## src/rtl/rx_comma_aligner.sv

```systemverilog
// rtl/rx_comma_aligner.sv - K28.5 symbol/frame aligner for a bit-serial 8b10b receiver
//
// Ports:
//   i_clk           system clock
//   i_res_n         synchronous active-low reset
//   i_bit           recovered serial bit, bit a first
//   i_bit_vld       qualifier for i_bit, at most one bit per clock
//   i_sfp_los       SFP loss-of-signal (high = no light), forces realignment
//   o_sym[9:0]      aligned symbol, o_sym[0]=a ... o_sym[9]=j
//   o_sym_vld       one-cycle strobe qualifying o_sym and its flags
//   o_sym_is_comma  o_sym is K28.5 of either running disparity
//   o_sym_first     o_sym occupies frame slot 0
//   o_my_lock       symbol/frame alignment locked
module rx_comma_aligner #(
    parameter int FRAME_LEN  = 4,
    parameter int LOCK_CNT   = 3,
    parameter int UNLOCK_CNT = 4
) (
    input  logic       i_clk,
    input  logic       i_res_n,
    input  logic       i_bit,
    input  logic       i_bit_vld,
    input  logic       i_sfp_los,
    output logic [9:0] o_sym,
    output logic       o_sym_vld,
    output logic       o_sym_is_comma,
    output logic       o_sym_first,
    output logic       o_my_lock
);

    typedef enum logic [1:0] {
        HUNT   = 2'd0,
        CHECK  = 2'd1,
        LOCKED = 2'd2
    } state_t;

    localparam logic [9:0] K28_5_RDN  = 10'h17C;
    localparam logic [9:0] K28_5_RDP  = 10'h283;
    localparam logic [3:0] LAST_BIT   = 4'd9;
    localparam logic [3:0] LAST_SLOT  = 4'(FRAME_LEN - 1);
    localparam logic [3:0] LOCK_TGT   = 4'(LOCK_CNT);
    localparam logic [3:0] UNLOCK_TGT = 4'(UNLOCK_CNT);

    state_t     state_q, state_d;
    logic [9:0] sr_q, sr_d;
    logic [3:0] bit_cnt_q, bit_cnt_d;
    logic [3:0] slot_q, slot_d;
    logic [3:0] good_q, good_d;
    logic [3:0] miss_q, miss_d;
    logic [9:0] sym_q, sym_d;
    logic       sym_vld_q, sym_vld_d;
    logic       sym_is_comma_q, sym_is_comma_d;
    logic       sym_first_q, sym_first_d;
    logic       my_lock_q, my_lock_d;

    logic [9:0] sr_new;
    logic       comma;
    logic       boundary;
    logic [3:0] slot_next;
    logic       slot0;
    logic [3:0] good_inc;
    logic [3:0] miss_inc;
    logic       emit;
    logic       emit_first;
    logic       drop;

    always_comb begin
        // Detection looks at the register as it will be after this bit lands.
        sr_new    = {i_bit, sr_q[9:1]};
        comma     = (sr_new == K28_5_RDN) || (sr_new == K28_5_RDP);
        boundary  = (bit_cnt_q == LAST_BIT);
        slot_next = (slot_q == LAST_SLOT) ? 4'd0 : slot_q + 4'd1;
        slot0     = (slot_next == 4'd0);
        good_inc  = good_q + 4'd1;
        miss_inc  = miss_q + 4'd1;

        state_d        = state_q;
        sr_d           = sr_q;
        bit_cnt_d      = bit_cnt_q;
        slot_d         = slot_q;
        good_d         = good_q;
        miss_d         = miss_q;
        sym_d          = sym_q;
        sym_vld_d      = 1'b0;
        sym_is_comma_d = sym_is_comma_q;
        sym_first_d    = sym_first_q;
        emit           = 1'b0;
        emit_first     = 1'b0;
        drop           = 1'b0;

        if (i_sfp_los) begin
            // No light: the current bit is meaningless, so it is not shifted in.
            drop = 1'b1;
        end else if (i_bit_vld) begin
            sr_d      = sr_new;
            bit_cnt_d = boundary ? 4'd0 : bit_cnt_q + 4'd1;
            unique case (state_q)
                HUNT: begin
                    bit_cnt_d = 4'd0;
                    if (comma) begin
                        slot_d = 4'd0;
                        good_d = 4'd1;
                        miss_d = 4'd0;
                        if (LOCK_CNT == 1) begin
                            state_d    = LOCKED;
                            emit       = 1'b1;
                            emit_first = 1'b1;
                        end else begin
                            state_d = CHECK;
                        end
                    end
                end
                CHECK: begin
                    if (boundary) begin
                        slot_d = slot_next;
                        if (slot0 && comma) begin
                            good_d = good_inc;
                            if (good_inc == LOCK_TGT) begin
                                state_d    = LOCKED;
                                emit       = 1'b1;
                                emit_first = 1'b1;
                            end
                        end else if (slot0 || comma) begin
                            // Missing comma in slot 0, or a comma out of place.
                            drop = 1'b1;
                        end
                    end
                end
                LOCKED: begin
                    if (boundary) begin
                        slot_d     = slot_next;
                        emit       = 1'b1;
                        emit_first = slot0;
                        if (slot0 && comma) begin
                            miss_d = 4'd0;
                        end else if (slot0 || comma) begin
                            miss_d = miss_inc;
                            // The symbol is still emitted on the losing boundary.
                            if (miss_inc == UNLOCK_TGT) begin
                                drop = 1'b1;
                            end
                        end
                    end
                end
                default: drop = 1'b1;
            endcase
        end

        if (drop) begin
            state_d   = HUNT;
            bit_cnt_d = 4'd0;
            slot_d    = 4'd0;
            good_d    = 4'd0;
            miss_d    = 4'd0;
        end

        if (emit) begin
            sym_vld_d      = 1'b1;
            sym_d          = sr_new;
            sym_is_comma_d = comma;
            sym_first_d    = emit_first;
        end

        // Registered from the next state so lock moves together with the strobe.
        my_lock_d = (state_d == LOCKED);
    end

    always_ff @(posedge i_clk) begin
        if (!i_res_n) begin
            state_q        <= HUNT;
            sr_q           <= '0;
            bit_cnt_q      <= '0;
            slot_q         <= '0;
            good_q         <= '0;
            miss_q         <= '0;
            sym_q          <= '0;
            sym_vld_q      <= 1'b0;
            sym_is_comma_q <= 1'b0;
            sym_first_q    <= 1'b0;
            my_lock_q      <= 1'b0;
        end else begin
            state_q        <= state_d;
            sr_q           <= sr_d;
            bit_cnt_q      <= bit_cnt_d;
            slot_q         <= slot_d;
            good_q         <= good_d;
            miss_q         <= miss_d;
            sym_q          <= sym_d;
            sym_vld_q      <= sym_vld_d;
            sym_is_comma_q <= sym_is_comma_d;
            sym_first_q    <= sym_first_d;
            my_lock_q      <= my_lock_d;
        end
    end

    assign o_sym          = sym_q;
    assign o_sym_vld      = sym_vld_q;
    assign o_sym_is_comma = sym_is_comma_q;
    assign o_sym_first    = sym_first_q;
    assign o_my_lock      = my_lock_q;

endmodule
```

## config.mk

```make
export PLATFORM = sky130hd
export DESIGN_NAME = rx_comma_aligner
export DESIGN_NICKNAME = d
export VERILOG_FILES = /design/src/rtl/rx_comma_aligner.sv
export SDC_FILE = /design/constraint.sdc
export NUM_CORES = 1
export LEC_CHECK = 0
export BUFFER_PORTS_ARGS = -buffer_cell sky130_fd_sc_hd__clkbuf_2
export CAP_MARGIN = 20
export CORE_MARGIN = 2
export CORE_UTILIZATION = 32
export CTS_CLUSTER_SIZE = 14
export DETAILED_ROUTE_END_ITERATION = 10
export GPL_ROUTABILITY_DRIVEN = 0
export PLACE_DENSITY = 0.54
export SLEW_MARGIN = 20
export SYNTH_ARGS = -nofsm -noshare
export SYNTH_HDL_FRONTEND = slang
export SYNTH_SLANG_ARGS = --single-unit
export TNS_END_PERCENT = 5
```

## constraint.sdc

```tcl
create_clock -name i_clk -period 4.7 [get_ports i_clk]
set_input_delay 0.94 -clock i_clk [delete_from_list [all_inputs] [get_ports i_clk]]
set_output_delay 0.94 -clock i_clk [all_outputs]
set_load 0.01 [all_outputs]
```

# Word level (Yosys, flattened, before mapping)
# Cells that the tools add are included.
[totals]
ff_bits = 42
in_bits = 5
wordCells = 90
[op_classes]
addsub = 4
n_eq_ne = 15
n_mux = 44
bitwise_logic = 2
reduce_logical = 14
[ops]
columns = ["op", "count"]
rows = [
  ["$mux W4", 11],
  ["$pmux W4 S2", 3],
  ["$mux W1", 19],
  ["$add A4 B1 Y4 const B", 4],
  ["$mux W2", 7],
  ["$reduce_and A6 Y1", 2],
  ["$eq A10 B10 Y1 const B", 1],
  ["$eq A10 B9 Y1 const B", 1],
  ["$eq A4 B2 Y1 const B", 2],
  ["$ne A2 B2 Y1 const B", 4],
  ["$reduce_bool A2 Y1", 3],
  ["$reduce_and A5 Y1", 1],
  ["$eq A2 B2 Y1 const B", 2],
  ["$eq A4 B3 Y1 const B", 1],
  ["$eq A4 B4 Y1 const B", 1],
  ["$logic_not A4 Y1", 1],
  ["$pmux W1 S2", 2],
  ["$pmux W2 S2", 1],
  ["$reduce_or A2 Y1", 2],
  ["$ne A3 B3 Y1 const B", 1],
  ["$pmux W1 S3", 1],
  ["$eq A2 B1 Y1 const B", 1],
  ["$logic_not A2 Y1", 1],
  ["$logic_or A1 B1 Y1", 2],
  ["4 further kinds", 5],
]

# Longest topological paths before layout
[logic_depth]
depth_word = 12
ltp_mapped = 12

# Worst setup path after synthesis
# Ideal clock, no wire load.
[synth_timing]
path_type = "input port to flip-flop"
startpoint = "input i_bit"
endpoint = "register good_q[0]"
t_arrival_ns = 3.014
required_time_ns = 4.557
setup_slack_ns = 1.543
path_stages = 10
n_path_buf = 1
cell_sequence = "or4_1 > clkbuf_2 > and2_2 > inv_1 > ha_1 > and4b_1 > mux2i_1 > a311oi_1 > and3_1 > nor3_1"
[synth_via]
elab_chain_len = 10
[synth_rtl]
columns = ["element", "line", "source"]
rows = [
  ["start, declared", "21", "input logic i_bit,"],
  ["$eq A10 B9 Y1 or $eq A10 B10 Y1 (tied branches)", "70", "comma = (sr_new == K28_5_RDN) || (sr_new == K28_5_RDP);"],
  ["$logic_or A1 B1 Y1 (*)", "70", ""],
  ["via comma", "57", "logic comma;"],
  ["$logic_or A1 B1 Y1", "123, 136", ""],
  ["$mux W1, on equally long branches", "136, 123", ""],
  ["$mux W1, on equally long branches", "134, 116", ""],
  ["$mux W1, on equally long branches", "130, 114", ""],
  ["$pmux W1 S3", "97", "unique case (state_q)"],
  ["$mux W1", "94", "end else if (i_bit_vld) begin"],
  ["$mux W1", "91", "if (i_sfp_los) begin"],
  ["$reduce_or A2 Y1 (no line)", "n/a", ""],
  ["end signal, assigned", "186", "good_q <= good_d;"],
  ["end, declared", "48", "logic [3:0] good_q, good_d;"],
]
# Mark *: on every way through the listed nets, which the timed path passes. The rest lies on a longest branch.
# A chain may end at the register's enable or synchronous reset.

# Worst setup path in the final report
[layout_timing]
startpoint = "input i_bit"
endpoint = "register my_lock_q, in the netlist o_my_lock"
[layout_via]
elab_chain_len = 11
[layout_rtl]
columns = ["element", "line", "source"]
rows = [
  ["$eq A10 B9 Y1 or $eq A10 B10 Y1 (tied branches)", "70", ""],
  ["$logic_or A1 B1 Y1 (*)", "70", ""],
  ["via comma", "57", ""],
  ["$logic_or A1 B1 Y1", "123, 136", ""],
  ["$mux W1, on equally long branches", "136, 123", ""],
  ["$mux W1, on equally long branches", "134, 116", ""],
  ["$mux W1, on equally long branches", "130, 114", ""],
  ["$pmux W1 S3", "97", ""],
  ["$mux W1", "94", ""],
  ["$mux W1", "91", ""],
  ["$mux W2 (*)", "149", "if (drop) begin"],
  ["$eq A2 B2 Y1 (*)", "165", "my_lock_d = (state_d == LOCKED);"],
  ["end signal, assigned", "192", "my_lock_q <= my_lock_d;"],
  ["end, declared", "54", "logic my_lock_q, my_lock_d;"],
]
# Marks and branches as above.

==> impl_metrics.ini <==
[power]
leakagePower_nw = 0.8756
finalPower_mw = 0.5961
power_density_nw_per_um2 = 247.7
vdd_drop_max_uv = 96.98

[cts]
clock_latency_ps = 290
max-clock-path-buffers = 2
clk_pin_slew_ps = 90
postCtsSetupBuffers = 0
cts_hold_buf = 0
tritoncts.num_buffers = 5
cts_tree = yes
htreeDepth = 2
cts_resized = 0
cts-root-buf = clkbuf_8
cts.sinks = 41

[worst_setup_path]
rr_endpoint = o_my_lock
setup.worst_path.end = o_my_lock
cp-end-kind = register
reg2reg_from = sr_q[7]
worstPathArrival_ps = 3500
timing.reg2reg.setup_slack_ps = 1660
crit_type = in2reg
cp-startpoint = i_bit
required_ps = 4900
crit_fanout = 12
critPathLaunchType = input pin
rr_worst_depth = 11

[hold_path]
whs_path_depth = 2
hp-class = reg2reg
holdCritStartpoint = o_sym[6]

[floorplanning]
initial_core_util_pct = 32.57
die_y_um = 86.46
io_pins = 19
rows = 30
core_sq_um = 6681
die_x_um = 86.46
die_area_sq_um = 7475

[drt]
dr_total_vias = 1861
drc = 0
wl_per_cell_um = 13.58
drt-total-wl_mm = 4.792
dr.pass1.iters = 4
vias_per_cell = 5.272
ant_nets = 0
drt-initial-drc-count = 87

[synth]
avgSynthCellArea_sq_um = 8.369
synthFlopType = dfxtp_1
yosysSeqAreaShare_pct = 37.72
synth_area_sq_um = 2176
async_flop_share_pct = 0
synthDistinctLibCells = 45
syn-num-nets = 278
syn_inst = 260
ys_ff_latch = 41
synth_edf_count = 0
yosys_warnings = 0

[timing]
finalSetupViolCount = 0
slew_headroom_pct = 43.83
rsz0062_at_grt = no
period_needed_ps = 3295
tns_ps = 0
hold_violations = 0
fmax_ghz = 0.3035
clock_skew_ps = 9.693
period_share_pct = 70.10
final-max-slew-violation-count = 0
worst_slew_pin_slew_ps = 842.5

[cells_and_area]
final.fill_count = 685
fin_util_pct = 36.01
drive_gt1_share_pct = 11.72
regArea_sq_um = 820.8
finalNetCount = 290
area_delta_synth_final_pct = 10.58
num_antenna_cells = 0
multi_input_area_sq_um = 1267

[grt]
grt.overflow.total = 0
gr-usage-all-layers_pct = 13.52
grt_max_degree = 35
antenna_found_initial = 0
grt_pass1_wl_mm = 8.045
grt_pass1_vias = 1697

[flow_run]
cap_violations = 0

[status]
status = finished, final reports clean

[placed_design]
dpl.hpwl_mm = 3.423
port-buffer-count = 18
-- worst min-delay path by stage --
stage                     end  slack (ps)
global route         o_sym[1]         480
floorplan           miss_q[1]         450
detailed placement   o_sym[1]         450
global placement     o_sym[9]         440
finish               o_sym[6]         460
CTS                  o_sym[1]         460
-- cell usage in the layout (no fill, tap or decap), drive strengths merged, types with 2 or more instances in the layout --
master,netlist,layout
and3,4,4
nor4,2,2
nor4b,2,2
mux2i,12,12
nand4,6,6
and3b,2,2
clkinv,0,2
a21boi,10,10
buf,2,2
o211a,2,2
o41ai,2,2
nand3,9,9
a211oi,2,2
or4,4,4
nand2,47,47
nor2,11,11
a311oi,3,3
and2,5,5
inv,7,7
dfxtp,41,41
nor3,2,2
or3,2,2
xnor2,2,2
nor3b,2,2
nand4b,5,5
nand2b,6,6
ha,13,13
o21ai,9,9
a21oi,15,15
nand3b,3,3
clkbuf,13,23
nor2b,5,5
-- per-stage QoR --
stage / area (sq um) / setup slack, ps / cells / hold WS [ps]
2_1_floorplan: 2176 / 1543 / 260 / 449.2
6_report: 2406 / 1405 / 353 / 457.5
3_5_place_dp: 2320 / 1070 / 345 / 446.9
3_3_place_gp: 2320 / 1175 / 345 / 442.5
4_1_cts: 2406 / 1375 / 353 / 461.9
5_1_grt: 2406 / 1255 / 353 / 480.4
-- cell type report --
cell class                 count  area share, %
multi-input combinational    197          52.68
timing repair buffer          20          4.368
sequential                    41          34.11
clock buffer                   5          2.860
inverter                       7          1.092
tap                           80          4.160
clock inverter                 3         0.7280
-- critical path, cell delays in order --
cell      delay, ps
clkbuf_2        110
or4_1           640
and2_2          260
inv_1            60
ha_1            190
nor2b_1         100
a32o_1          280
a31oi_1         160
o211ai_1        250
buf_4           300
a211oi_1        190
-- synth_stat cells (3+ instances only) --
cell type  count  area, sq um
nand2b_1       6        37.54
and3_1         3        18.77
inv_1          7        26.28
nand4b_1       5        43.79
a21boi_0      10        75.07
clkbuf_1      12        45.04
mux2i_1       12        120.1
dfxtp_1       41        820.8
a21oi_1       15        75.07
nand4_1        6        37.54
o21ai_0        9        45.04
and2_1         4        25.02
ha_1          13        162.7
nor2b_1        5        31.28
or4_1          4        30.03
nand3_1        9        45.04
nand2_1       47        176.4
a311oi_1       3        26.28
nor2_1        11        41.29
nand3b_1       3        22.52
-- power by group --
part           internal, mW  switching, mW
Combinational       0.00518         0.0147
Sequential            0.348       0.000698
Clock                 0.103          0.125
-- cells by family (layout without fill, tap and decap cells) --
logic type                 after synthesis  in the layout  synth area share [%]
adders and majority gates               13             13                 7.476
muxes                                   12             12                 5.521
xor gates and xnor gates                 2              2                0.8052
AOI/OAI and AO/OA                       51             51                 15.70
buffers and inverters                   22             35                 4.025
DFF                                     41             41                 37.72
and+or+nand+nor                        119            119                 28.75
-- layer usage --
| layer | global-route usage, % | wire [um] |
|---|---|---|
| met4 | 4.830 | 54 |
| met1 | 17.84 | 2365 |
| met3 | 3.333 | 169 |
| met2 | 21.47 | 2203 |
| met5 | 0 | 0 |
-- registers in the layout, summed over array words and instances, names as in the netlist --
register / cells
o_sym: 10
o_my_lock: 1
good_q: 4
miss_q: 4
state_q: 2
o_sym_vld: 1
sr_q: 9
o_sym_first: 1
slot_q: 4
o_sym_is_comma: 1
bit_cnt_q: 4
(Power assumes the default switching activity.)
